$ cat config.mk
export PLATFORM = sky130hd
export DESIGN_NAME = cpu_state_monitor
export DESIGN_NICKNAME = d
export VERILOG_FILES = /design/src/rtl/cpu_state_monitor.sv
export SDC_FILE = /design/constraint.sdc
export NUM_CORES = 1
export LEC_CHECK = 0
export CAP_MARGIN = 20
export CORE_AREA = 4 4 118 120
export CTS_BUF_LIST = sky130_fd_sc_hd__clkbuf_2
export DETAILED_ROUTE_END_ITERATION = 8
export DIE_AREA = 0 0 122 124
export PLACE_DENSITY = 0.76
export SLEW_MARGIN = 20
export SYNTH_ARGS = -nofsm -noshare
export SYNTH_HDL_FRONTEND = slang
export SYNTH_SLANG_ARGS = --single-unit
$ cat constraint.sdc
create_clock -name clk_i -period 3.5 [get_ports clk_i]
set_input_delay 0.525 -clock clk_i [delete_from_list [all_inputs] [get_ports clk_i]]
set_output_delay 0.525 -clock clk_i [all_outputs]
set_load 0.05 [all_outputs]
$ cat src/rtl/cpu_state_monitor.sv
// cpu_state_monitor: commit-time exception classifier and core run-state FSM.
// Drives PC write enable, trap redirect, cause/EPC capture and event counters.
module cpu_state_monitor #(
    parameter int                    NUM_EXC     = 8,
    parameter int                    DATA_WIDTH  = 64,
    parameter logic [NUM_EXC-1:0]    FATAL_MASK  = 8'b0000_0111,
    parameter logic [NUM_EXC-1:0]    TRAP_MASK   = 8'b0000_1000,
    parameter logic [NUM_EXC-1:0]    HALT_MASK   = 8'b0001_0000,
    parameter logic [DATA_WIDTH-1:0] TRAP_VECTOR = 64'h8000_0100,
    parameter int                    CNT_W       = 16
) (
    input  logic                       clk_i,
    input  logic                       rst_i,
    input  logic                       valid_i,
    input  logic [NUM_EXC-1:0]         exceptions_i,
    input  logic [DATA_WIDTH-1:0]      commit_pc_i,
    input  logic                       resume_i,
    input  logic                       clear_i,
    output logic [2:0]                 state_o,
    output logic                       pc_we_o,
    output logic                       redirect_valid_o,
    output logic [DATA_WIDTH-1:0]      redirect_pc_o,
    output logic [$clog2(NUM_EXC)-1:0] cause_o,
    output logic [DATA_WIDTH-1:0]      epc_o,
    output logic [CNT_W-1:0]           trap_count_o,
    output logic [CNT_W-1:0]           halt_count_o
);

    localparam int CW = $clog2(NUM_EXC);

    typedef enum logic [2:0] {
        S_RST    = 3'd0,
        S_NORMAL = 3'd1,
        S_HALT   = 3'd2,
        S_ERROR  = 3'd3,
        S_TRAP   = 3'd4
    } state_t;

    state_t                  r_state;
    state_t                  w_next;
    logic [CW-1:0]           r_cause;
    logic [DATA_WIDTH-1:0]   r_epc;
    logic [CNT_W-1:0]        r_trap_cnt;
    logic [CNT_W-1:0]        r_halt_cnt;

    logic [NUM_EXC-1:0]      w_fatal;
    logic [NUM_EXC-1:0]      w_trap;
    logic [NUM_EXC-1:0]      w_halt;
    logic                    w_latch;
    logic [CW-1:0]           w_cause;
    logic                    w_trap_entry;
    logic                    w_trap_sat;
    logic                    w_halt_sat;

    // Lowest set index wins inside a class.
    function automatic logic [CW-1:0] lowest_idx(
        input logic [NUM_EXC-1:0] v
    );
        logic [CW-1:0] idx;
        idx = '0;
        for (int i = NUM_EXC - 1; i >= 0; i--) begin
            if (v[i]) begin
                idx = CW'(i);
            end
        end
        return idx;
    endfunction

    assign w_fatal = exceptions_i & FATAL_MASK;
    assign w_trap  = exceptions_i & TRAP_MASK;
    assign w_halt  = exceptions_i & HALT_MASK;

    // Next-state decode; exceptions only matter in NORMAL with a valid commit.
    always_comb begin
        w_next  = r_state;
        w_latch = 1'b0;
        w_cause = '0;
        unique case (r_state)
            S_RST: begin
                w_next = S_NORMAL;
            end
            S_NORMAL: begin
                if (valid_i) begin
                    if (|w_fatal) begin
                        w_next  = S_ERROR;
                        w_latch = 1'b1;
                        w_cause = lowest_idx(w_fatal);
                    end else if (|w_trap) begin
                        w_next  = S_TRAP;
                        w_latch = 1'b1;
                        w_cause = lowest_idx(w_trap);
                    end else if (|w_halt) begin
                        w_next  = S_HALT;
                        w_latch = 1'b1;
                        w_cause = lowest_idx(w_halt);
                    end
                end
            end
            S_TRAP: begin
                w_next = S_NORMAL;
            end
            S_HALT: begin
                if (resume_i) begin
                    w_next = S_NORMAL;
                end
            end
            S_ERROR: begin
                if (clear_i) begin
                    w_next = S_RST;
                end
            end
            default: begin
                w_next = S_ERROR;
            end
        endcase
    end

    assign w_trap_entry = (r_state == S_NORMAL) && (w_next == S_TRAP);
    assign w_trap_sat   = &r_trap_cnt;
    assign w_halt_sat   = &r_halt_cnt;

    // Run-state register.
    always_ff @(posedge clk_i or posedge rst_i) begin
        if (rst_i) begin
            r_state <= S_RST;
        end else begin
            r_state <= w_next;
        end
    end

    // Cause and EPC capture on the edge that leaves NORMAL for an exception.
    always_ff @(posedge clk_i or posedge rst_i) begin
        if (rst_i) begin
            r_cause <= '0;
            r_epc   <= '0;
        end else if (w_latch) begin
            r_cause <= w_cause;
            r_epc   <= commit_pc_i;
        end
    end

    // Saturating count of traps taken, bumped on TRAP entry.
    always_ff @(posedge clk_i or posedge rst_i) begin
        if (rst_i) begin
            r_trap_cnt <= '0;
        end else if (w_trap_entry && !w_trap_sat) begin
            r_trap_cnt <= r_trap_cnt + CNT_W'(1);
        end
    end

    // Saturating count of cycles spent halted.
    always_ff @(posedge clk_i or posedge rst_i) begin
        if (rst_i) begin
            r_halt_cnt <= '0;
        end else if ((r_state == S_HALT) && !w_halt_sat) begin
            r_halt_cnt <= r_halt_cnt + CNT_W'(1);
        end
    end

    assign state_o          = r_state;
    assign pc_we_o          = (r_state == S_NORMAL);
    assign redirect_valid_o = (r_state == S_TRAP);
    assign redirect_pc_o    = redirect_valid_o ? TRAP_VECTOR : '0;
    assign cause_o          = r_cause;
    assign epc_o            = r_epc;
    assign trap_count_o     = r_trap_cnt;
    assign halt_count_o     = r_halt_cnt;

endmodule

==> metrics.md <==
| Metric | Value |
|---|---|
| Status | `finished clean` |
| CTS H-tree lvls | `3` |
| Sequential share of the synthesized area | `0.5292` |
| Max_cap viols | `0` |
| Share of layout cells above drive strength 1 | `0.1333` |
| Sum Neg Setup Slack | `0 ps` |
| Final nets | `between 600 and 700` |
| Die area | `about 15000 µm²` |
| Yosys warnings | `0` |
| Syn avg cell area | `around 12 µm²` |
| GPL Wtd Cong | `around 0.80` |
| Reg clk slew, reported paths | `about 260 ps` |
| Ys flop type | `dfrtp_1` |
| Min Tclk post-route | `~3000 ps` |
| Core area | `12980 µm²` |
| WL final | `11340 µm` |
| DRT iter0 DRCs | `around 120` |
| Die Span Y | `124 µm` |
| Synth area leaders | `dfrtp_1 53%, mux2_2 12%, buf_4 11%` |
| Post-synthesis register bit count | `102` |
| Leakage power total | `roughly 2.9 nW` |
| Postcts setup bufs | `0` |
| Initial core utilization | `0.3716` |
| # hold bufs at CTS | `0` |
| Buffers on Ports | `~180` |
| All-Layer GR Usage | `0.1495` |
| Synth Cell Area | `4823 µm²` |
| Final cell count without fillers | `roughly 750` |
| Distinct cells, synth | `38` |
| Vias | `~3500` |
| Post-synth top area share | `0.5292` |
| Largest net degree at the start of global routing | `between 50 and 60` |
| CTS Root Cell | `clkbuf_2` |
| CP Data Required Time | `2970 ps` |
| Slowest stage cell on the critical path | `clkdlybuf4s50_1` |
| Hold slack | `about 310 ps` |
| Worst slew margin | `0.5911` |
| Num CTS Buffers | `9` |
| Max Clock Freq | `about 340 MHz` |
| WP buf/inv | `1` |
| Slowest stage delay, CP | `a little under 900 ps` |
| Post-cts repair resize count | `0` |
| N_diodes | `0` |
| Vias per inst | `approximately 4.6` |
| CP top delay family | `buffers and inverters` |
| Most area-hungry cell type in the Yosys netlist | `dfrtp_1` |
| Clock latency on the worst-skew pair | `~600 ps` |
| TritonCTS Sinks | `between 100 and 150` |
| Slew Viols, Final | `0` |
| CTS tree | `done` |
| Pwr Total | `about 6.0 mW` |
| Drt pass-1 iters | `4` |
| Drt drc | `0` |
| Vias in the first global route | `about 3500` |
| Final Hold Vio Count | `0` |
| CTS Buffer Depth | `2` |
| Peak supply drop | `~480 µV` |
| Final Cycle Share | `0.8527` |
| Data arrival, critical path | `2460 ps` |
| Clk_skew | `about 24 ps` |
| DPL Wire Length | `between 8000 and 9000 µm` |
| WL/cell | `approximately 15 µm` |
| Area Growth Syn to Fin | `38.50%` |
| Num ports | `245` |
| Die width | `between 100 and 150 µm` |
| Antenna Nets Post-Route | `0` |
| Worst Path Max Fanout | `9` |
| GRT Residual Overflow | `0` |
| Final setup violation count | `0` |
| Total power per unit cell area | `about 900 nW/µm²` |
| RSZ-0062 raised after global routing | `false` |
| Fillcell total | `approximately 1200` |
| Post-Synthesis Cells | `approximately 390` |
| Num rows | `42` |
| Inst Count DP | `between 700 and 800` |
| Synth async-reset ratio | `1.000` |
| Crit. End Element | `primary output` |
| First-pass GRT wire length | `~18000 µm` |
| CP Class | `reg2out` |
| Post-synth EDFFs | `0` |
| Initial antenna violation count | `0` |
| Worst Hold Class | `in2async` |
| Crit path cell chain | `nor3b_4, clkdlybuf4s50_1` |
| Worst setup SP type | `flop` |
| Least-Margin Pin Slew | `613.3 ps` |
cells in the mapped netlist, types with 3 or more instances:
cell type and count:
nand2_1 13, dfrtp_1 102, nor2_1 7, buf_6 3, buf_4 68, a21oi_1 8, o211ai_1 4, xor2_1 12
o31ai_1 3, a31oi_1 7, o2111ai_1 8, mux2_1 16, xnor2_1 13, mux2_2 51, nor4_1 6, nand3_1 10
buf_2 3, and3_1 6, nand4_1 8, and2_1 5, o21ai_0 3, and4_1 4, inv_1 6
logic make-up after synthesis:
| group | synth area share |
|---|---|
| flip-flops | 0.5292 |
| buffers and inverters | 0.1222 |
| AND/OR/NAND/NOR | 0.08509 |
| multiplexers | 0.1564 |
| AO/OA/AOI/OAI | 0.05577 |
| XOR/XNOR | 0.04540 |
| adder cells (fa/ha/maj) | 0.005187 |
| other | 0.0007775 |
sequential cells by signal, indices dropped and copies added, names as in the netlist:
| signal | count |
|---|---|
| cause_o | 3 |
| halt_count_o | 16 |
| epc_o | 64 |
| trap_count_o | 16 |
| state_o | 3 |
layout by cell type (no fill, tap or decap), drive strengths merged, types with 7 or more instances in the layout:
cell	synthesis	layout
clkdlybuf4s50	0	179
clkbuf	2	10
nor2	7	7
dfrtp	102	102
xor2	12	12
a21oi	8	8
mux2	67	67
o2111ai	8	8
conb	1	62
a31oi	7	7
nand2	13	13
nand4	8	8
nand3	10	10
xnor2	13	13
final timing paths:
path	cells past startpoint	end	start	slack [ps]
max	2	pc_we_o	state_o[0]	520
min	2	epc_o[16]	rst_i	310
max reg2reg	4	trap_count_o[1]	state_o[0]	1310
min reg2reg	1	halt_count_o[7]	halt_count_o[7]	510
max in group asynchronous	3	epc_o[49]	rst_i	2470
min in group clk_i	2	epc_o[0]	commit_pc_i[0]	510
per-stage QoR:
step	util	setup slack (ps)	instance area, µm²
floorplan	-	299.5	5052
global placement	0.5041	691.9	6544
detailed placement	0.5041	636.8	6544
CTS	0.5147	445.3	6680
global route	0.5147	340.9	6680
finish	0.5147	515.7	6680
worst register-to-register path, delay by kind of cell (launching register included):
| family | cells | cell delay [ps] |
|---|---|---|
| multiplexers | 1 | 310 |
| AO/OA/AOI/OAI | 1 | 230 |
| flip-flops | 1 | 590 |
| AND/OR/NAND/NOR | 2 | 980 |
report_power, final:
group	internal, mW	switching, mW	leakage, nW
Clock	0.238	0.388	0.0819
Sequential	1.61	0.264	1.26
Combinational	1.24	2.29	1.51
Total	3.09	2.94	2.86
layout make-up:
class,count,area [µm²],share of cell area
flip-flops and latches,102,2552,0.3821
multi-input cells,264,1919,0.2873
repair buffers,182,1827,0.2735
well taps,176,220.2,0.03296
clock inverters,6,86.33,0.01292
clock buffers,10,50.05,0.007492
inverters,6,25.02,0.003746
routing by layer:
metal / global-route usage / vias up / wire length [µm]
met5: 0 / - / 0
met4: 0.05322 / 0 / 173
met3: 0.04178 / 12 / 915
met2: 0.2604 / 134 / 5795
met1: 0.1776 / 1693 / 4459
li1: - / 1613 / -
(Power assumes the default switching activity.)
